$ cat config.mk
export PLATFORM = sky130hd
export DESIGN_NAME = hamming_decoder_pipe
export DESIGN_NICKNAME = d
export VERILOG_FILES = /design/src/rtl/hamming_decoder_pipe.sv
export SDC_FILE = /design/constraint.sdc
export NUM_CORES = 1
export LEC_CHECK = 0
export ABC_AREA = 1
export ABC_CLOCK_PERIOD_IN_PS = 1800
export CAP_MARGIN = 20
export CORE_ASPECT_RATIO = 1.25
export CORE_MARGIN = 4
export CORE_UTILIZATION = 53
export CTS_CLUSTER_DIAMETER = 40
export CTS_CLUSTER_SIZE = 14
export DETAILED_ROUTE_END_ITERATION = 6
export HOLD_SLACK_MARGIN = 0.02
export PLACE_DENSITY = 0.82
export SYNTH_ARGS = -nofsm -noshare
export SYNTH_HDL_FRONTEND = slang
export SYNTH_SLANG_ARGS = --single-unit
$ cat constraint.sdc
create_clock -name clk -period 1.8 [get_ports clk]
set_clock_uncertainty 0.2 [all_clocks]
set_input_delay 0.36 -clock clk [delete_from_list [all_inputs] [get_ports clk]]
set_output_delay 0.36 -clock clk [all_outputs]
set_load 0.01 [all_outputs]
$ cat src/rtl/hamming_decoder_pipe.sv
// Hamming(15,11) receive-side decoder.
// Stage 1 captures the codeword and its syndrome; stage 2 flips the indicated
// bit and extracts the 11 data bits. Valid/ready on both sides, with
// saturating word and correction counters counted at the output handshake.
module hamming_decoder_pipe #(
  parameter int CNT_WIDTH = 16
) (
  input  logic                 clk,
  input  logic                 rst_n,
  input  logic                 in_valid,
  output logic                 in_ready,
  input  logic [14:0]          in_code,
  output logic                 out_valid,
  input  logic                 out_ready,
  output logic [10:0]          out_data,
  output logic                 err_corr,
  output logic [3:0]           err_pos,
  input  logic                 clr_cnt,
  output logic [CNT_WIDTH-1:0] word_cnt,
  output logic [CNT_WIDTH-1:0] corr_cnt
);

  localparam logic [CNT_WIDTH-1:0] CNT_MAX = {CNT_WIDTH{1'b1}};

  logic        s1_valid;
  logic [14:0] s1_code;
  logic [3:0]  s1_syn;

  logic        s1_adv;
  logic        s2_adv;
  logic        in_hs;
  logic        out_hs;
  logic [3:0]  syn;
  logic [15:0] flip_mask;
  logic [14:0] fixed_code;
  logic [10:0] fixed_data;

  assign s2_adv   = !out_valid || out_ready;
  assign s1_adv   = !s1_valid || s2_adv;
  assign in_ready = s1_adv;
  assign in_hs    = in_valid && in_ready;
  assign out_hs   = out_valid && out_ready;

  // Each syndrome bit checks the positions (k+1) that have that bit set.
  assign syn[0] = ^(in_code & 15'h5555);
  assign syn[1] = ^(in_code & 15'h6666);
  assign syn[2] = ^(in_code & 15'h7878);
  assign syn[3] = ^(in_code & 15'h7F80);

  // A zero syndrome lands the one-hot bit on mask[0], which is dropped below,
  // so no separate "no error" path is needed.
  assign flip_mask  = 16'd1 << s1_syn;
  assign fixed_code = s1_code ^ flip_mask[15:1];
  assign fixed_data = {fixed_code[2],  fixed_code[4],  fixed_code[5],  fixed_code[6],
                       fixed_code[8],  fixed_code[9],  fixed_code[10], fixed_code[11],
                       fixed_code[12], fixed_code[13], fixed_code[14]};

  // Stage 1: capture codeword and syndrome on the input handshake.
  always_ff @(posedge clk or negedge rst_n) begin
    if (!rst_n) begin
      s1_valid <= 1'b0;
      s1_code  <= '0;
      s1_syn   <= '0;
    end else if (s1_adv) begin
      s1_valid <= in_valid;
      if (in_valid) begin
        s1_code <= in_code;
        s1_syn  <= syn;
      end
    end
  end

  // Stage 2: corrected data and error report, held while the consumer stalls.
  always_ff @(posedge clk or negedge rst_n) begin
    if (!rst_n) begin
      out_valid <= 1'b0;
      out_data  <= '0;
      err_corr  <= 1'b0;
      err_pos   <= '0;
    end else if (s2_adv) begin
      out_valid <= s1_valid;
      if (s1_valid) begin
        out_data <= fixed_data;
        err_corr <= (s1_syn != 4'd0);
        err_pos  <= s1_syn;
      end
    end
  end

  // Link statistics: saturating, clear wins over a same-cycle delivery.
  always_ff @(posedge clk or negedge rst_n) begin
    if (!rst_n) begin
      word_cnt <= '0;
      corr_cnt <= '0;
    end else if (clr_cnt) begin
      word_cnt <= '0;
      corr_cnt <= '0;
    end else if (out_hs) begin
      if (word_cnt != CNT_MAX) word_cnt <= word_cnt + 1'b1;
      if (err_corr && (corr_cnt != CNT_MAX)) corr_cnt <= corr_cnt + 1'b1;
    end
  end

  logic unused_in_hs;
  assign unused_in_hs = in_hs;

endmodule

# After elaboration in Yosys (flattened, before gate mapping)
# Index checks and enable logic that the tools add are counted.
# word_totals
output_inout_bits	50
inputBits	20
wordCells	39
regBits	69
# classes
n_eq_ne	2
n_bitwise	1
n_mux	6
reduce_logical	18
n_shift	1
addsub	2
# op_table
op	n
$mux 16	6
$reduce_xor 15->1	4
$add 16x1->16 const B	2
$ne 16x16->1 const B	2
$shl 1x4->16 const A	1
$xor 15x15->15	1
$reduce_and 2->1	4
$reduce_bool 2->1	3
$reduce_bool 4->1	1
$logic_and 1x1->1	2
$logic_not 1->1	2
$logic_or 1x1->1	2

# Logic depth before layout (Yosys ltp)
# logic_depth
depth_word	5
depth_mapped	10
depth_no_buf	10

# Worst setup path after synthesis
# No wires, ideal clock.
# synth_timing
kind	flip-flop to flip-flop
startpoint	register corr_cnt[0]
endpoint	register corr_cnt[8]
period_less_slack_ns	1.723
path_slack_ns	0.077
arrival_time_ns	1.406
setup_time_ns	0.117
stages_incl_launch_ff	11
required_time_ns	1.483
n_path_buf	0
path_cell_list	dfrtp_1 ha_1 nand2_2 nor2_4 nand2_2 nor2_2 nand2_2 nand2_4 nand2_2 nand2_1 nand2_1
# synth_between
elab_chain_len	4
word_cells_on_any_way	8
cone_classes	add/sub: 1; eq/ne: 1; mux: 3; reduce/logical: 3
# synth_rtl
element	line	source
from (decl)	20	output logic [CNT_WIDTH-1:0] corr_cnt
from (signal assigned)	100	if (err_corr && (corr_cnt != CNT_MAX)) corr_cnt <= corr_cnt + 1'b1;
$add 16x1->16 / $ne 16x16->1 (equally long branches)	100	
$mux 16 / $logic_and 1x1->1 (equally long branches)	100	
$mux 16 / $reduce_bool 2->1 (equally long branches)	n/a	
$mux 16 / $reduce_and 2->1 (equally long branches)	n/a	
# Parallel ways exist; a longest one is shown, timed or not. The select of a mux whose other input is x is not followed.
# A chain may end at the register's enable or synchronous reset.

# Worst setup path in the final report
# layout_timing
startpoint	register word_cnt[1]
endpoint	register word_cnt[15]
# layout_between
elab_chain_len	4
word_cells_on_any_way	7
cone_classes	add/sub: 1; eq/ne: 1; mux: 3; reduce/logical: 2
# layout_rtl
element	line	source
from (decl)	19	output logic [CNT_WIDTH-1:0] word_cnt,
from (signal assigned)	99	if (word_cnt != CNT_MAX) word_cnt <= word_cnt + 1'b1;
$add 16x1->16	99	
$mux 16	99	
$mux 16	98	end else if (out_hs) begin
$mux 16	95	end else if (clr_cnt) begin
# Parallel ways exist; a longest one is shown, timed or not. The select of a mux whose other input is x is not followed.

==> run metrics <==
Routed WL 10580 um; DRC Markers 3; Placed Area 0.004843 sq mm; Mapped Avg Cell Area 7.131 sq um; met3 wire length 678 um; Worst Path Max Fanout 8; Peak Freq 567.7 MHz; post-synth top area cell dfrtp_1; fin crit share 0.9786; yosys warns 0; pwr/cell area 834.6 mW/mm^2; die width 83.89 um; Post-synth EDFFs 0; Arrival @ worst endpoint 1.85 ns; n_diodes 0; VDD IR max 0.5716 mV; wl on met1 3844 um; Cells on Worst Hold Path 2; failing checks DRC; # H-tree levels 3; highest metal used met4; clk_lat worst skew 0.36 ns; crit path cell chain ha_2 -> nand2_2 -> nor2_4 -> nand2_2 -> nor2_2 -> buf_4 -> nor3_4 -> buf_12 -> nand3_1 -> nand2_1; min-delay worst type reg2reg; Reg2Reg Launch Point word_cnt[1]; initial core utilization 0.5468; vias per inst 5.406; synthesized cell area 0.003815 sq mm; Clock Sinks 65; initial antenna violation count 0; R2R Setup Slk 0.04 ns; Unique masters post-synth 30; Final nets 674; gpl congestion 0.9270; total track usage 0.2377; Final Hold Viols 0; setup TNS 0 ns; clk slew on worst S/H paths 0.07 ns; Pleak 2.830 nW; vias 4038; Worst Tran Pin Value 0.3460 ns; Worst slew margin 0.7693; synthesized instance count 535; Area Overhead vs Synth 39.95%; post-route cell area 0.005339 sq mm; Detail Placement HPWL 6908 um; WP data required 1.89 ns; First DRT Iteration DRCs 325; share of post-route cells with drive strength above 1 0.1537; IO Pins 70; placed insts 711; Synth top area share 0.4264; Layout fillers 523; first-pass GRT wire length 16640 um; CP max stage delay 0.39 ns; Slowest cell on crit path dfrtp_1; final core occ 0.7652; Rows 34; Synth Register Bits 65; Power Total 4.456 mW; die height 102.9 um; CTS tree done; gr ovfl total 0; Max Cap Viol 0; Startpoint Class register; crit path from word_cnt[1]; R2R Path End word_cnt[15]; Wirelength per Cell 14.17 um; Final ANT Viol Nets 0; Num CTS Buffers 9; crit-path most repeated cell nand2_2; Top FF cell, synth dfrtp_1; top post-synthesis cells by area dfrtp_1 (43%), nand2_1 (20%), nand3_1 (7.3%); Die Area 0.008628 sq mm; Clock Root Buffer clkbuf_8; I/O Buffers 69; RSZ-0062 raised after global routing true; status complete, but fails checks; clk buf depth 2; Finished Layout Cells 747; share of async-settable or async-resettable flops after synthesis 1.000; fin crit period 1.761 ns; largest net degree at the start of global routing 66; Setup crit end word_cnt[15]; syn_nets 557; WL met2 5674 um; CORE AREA 0.006977 sq mm; vias in the first global route 3884; Reg2Reg Depth 10; 1st-pass router iterations 7; Slew Viols, Final 0; Setup Viol. Count Final 0; sequential area share after synthesis 0.4264; Crit. End Element register; Crit Path Class reg2reg
how the worst min path moves through the flow:
stage,start,endpoint,slack (ns)
after floorplan,rst_n,corr_cnt[0],-0.14
final,out_data[1],out_data[1],0.28
after CTS,out_data[1],out_data[1],0.29
after global routing,out_data[9],out_data[9],0.30
after global placement,rst_n,word_cnt[12],0.20
after detailed placement,rst_n,word_cnt[10],0.20
critical path: cells and delay by family, from the launching register on:
kind | cells | cell delay, ns
flip-flops | 1 | 0.39
adder cells (fa/ha/maj) | 1 | 0.20
buffers and inverters | 2 | 0.29
AND/OR/NAND/NOR | 7 | 0.60
what timing repair did:
action	CTS	global route
hold buffers	1	0
endpoints found under the hold margin	65	0
cloned	0	1
pin swaps	0	10
gates resized for setup	54	30
buffers inserted	16	3
endpoints found under the setup margin	54	40
layer usage:
metal / vias to the layer above / global-route usage
met2: 183 / 0.4611
met5: - / 0
li1: 1937 / -
met4: 0 / 0.1126
met3: 48 / 0.02798
met1: 1870 / 0.2585
registers in the layout (all words and copies together) (netlist names):
signal / count
err_pos: 4
out_data: 11
s1_syn: 4
s1_code: 11
err_corr: 1
out_valid: 1
word_cnt: 16
corr_cnt: 16
s1_valid: 1
metrics by stage:
step	hold WS, ns	setup slack [ns]
after detailed placement	0.1974	-0.3797
after floorplan	-0.1356	0.07738
after global routing	0.2957	-0.06394
after CTS	0.2915	0.003815
final	0.2822	0.03856
after global placement	0.1973	-0.3823
cell families after synthesis:
kind of cell               synth area share
and+or+nand+nor                      0.3873
DFF                                  0.4264
buffers and inverters               0.05379
AOI/OAI and AO/OA                   0.05018
xor gates and xnor gates            0.07576
adders and majority gates          0.006558
cells in the mapped netlist, types with 2 or more instances:
library cell,instances
or2_2,2
buf_4,2
dfrtp_1,65
o21ai_1,2
nand4_1,9
o21ai_0,24
o21bai_1,6
nand2_1,207
xor2_1,21
nor3_1,5
clkbuf_1,7
nor2_2,4
a21oi_1,2
xnor2_1,12
buf_2,2
nor2_1,54
nand3b_1,2
nand3_1,56
ha_1,2
inv_1,36
nand2_2,5
nand2b_1,2
placed cells by master (no fill, tap or decap), drive strengths merged:
cell type | netlist | layout
a21oi | 2 | 2
a31oi | 1 | 1
buf | 5 | 49
bufinv | 0 | 3
clkbuf | 7 | 12
clkdlybuf4s50 | 0 | 18
clkinv | 1 | 2
clkinvlp | 0 | 1
dfrtp | 65 | 65
dlygate4sd2 | 0 | 38
dlygate4sd3 | 0 | 1
dlymetal6s2s | 0 | 11
ha | 2 | 2
inv | 37 | 37
nand2 | 213 | 213
nand2b | 2 | 2
nand3 | 56 | 56
nand3b | 2 | 2
nand4 | 9 | 9
nor2 | 59 | 59
nor3 | 6 | 6
nor3b | 1 | 1
o21ai | 26 | 26
o21bai | 6 | 6
or2 | 2 | 2
xnor2 | 12 | 12
xor2 | 21 | 21
power breakdown:
group	switching, mW	internal [mW]	total, mW
clock	0.579	0.956	1.53
combinational	0.599	0.507	1.11
sequential	0.151	1.66	1.82
total	1.33	3.13	4.46
final cells by class:
| cell class | count | area (sq um) | share of cell area |
|---|---|---|---|
| clock buffer | 11 | 141.4 | 0.02648 |
| clock inverter | 5 | 102.6 | 0.01922 |
| inverter | 38 | 142.6 | 0.02672 |
| multi-input combinational | 420 | 2048 | 0.3836 |
| sequential | 65 | 1639 | 0.3070 |
| tap | 90 | 112.6 | 0.02109 |
| timing repair buffer | 118 | 1152 | 0.2158 |
No activity file was read; power rests on OpenSTA's default activity.
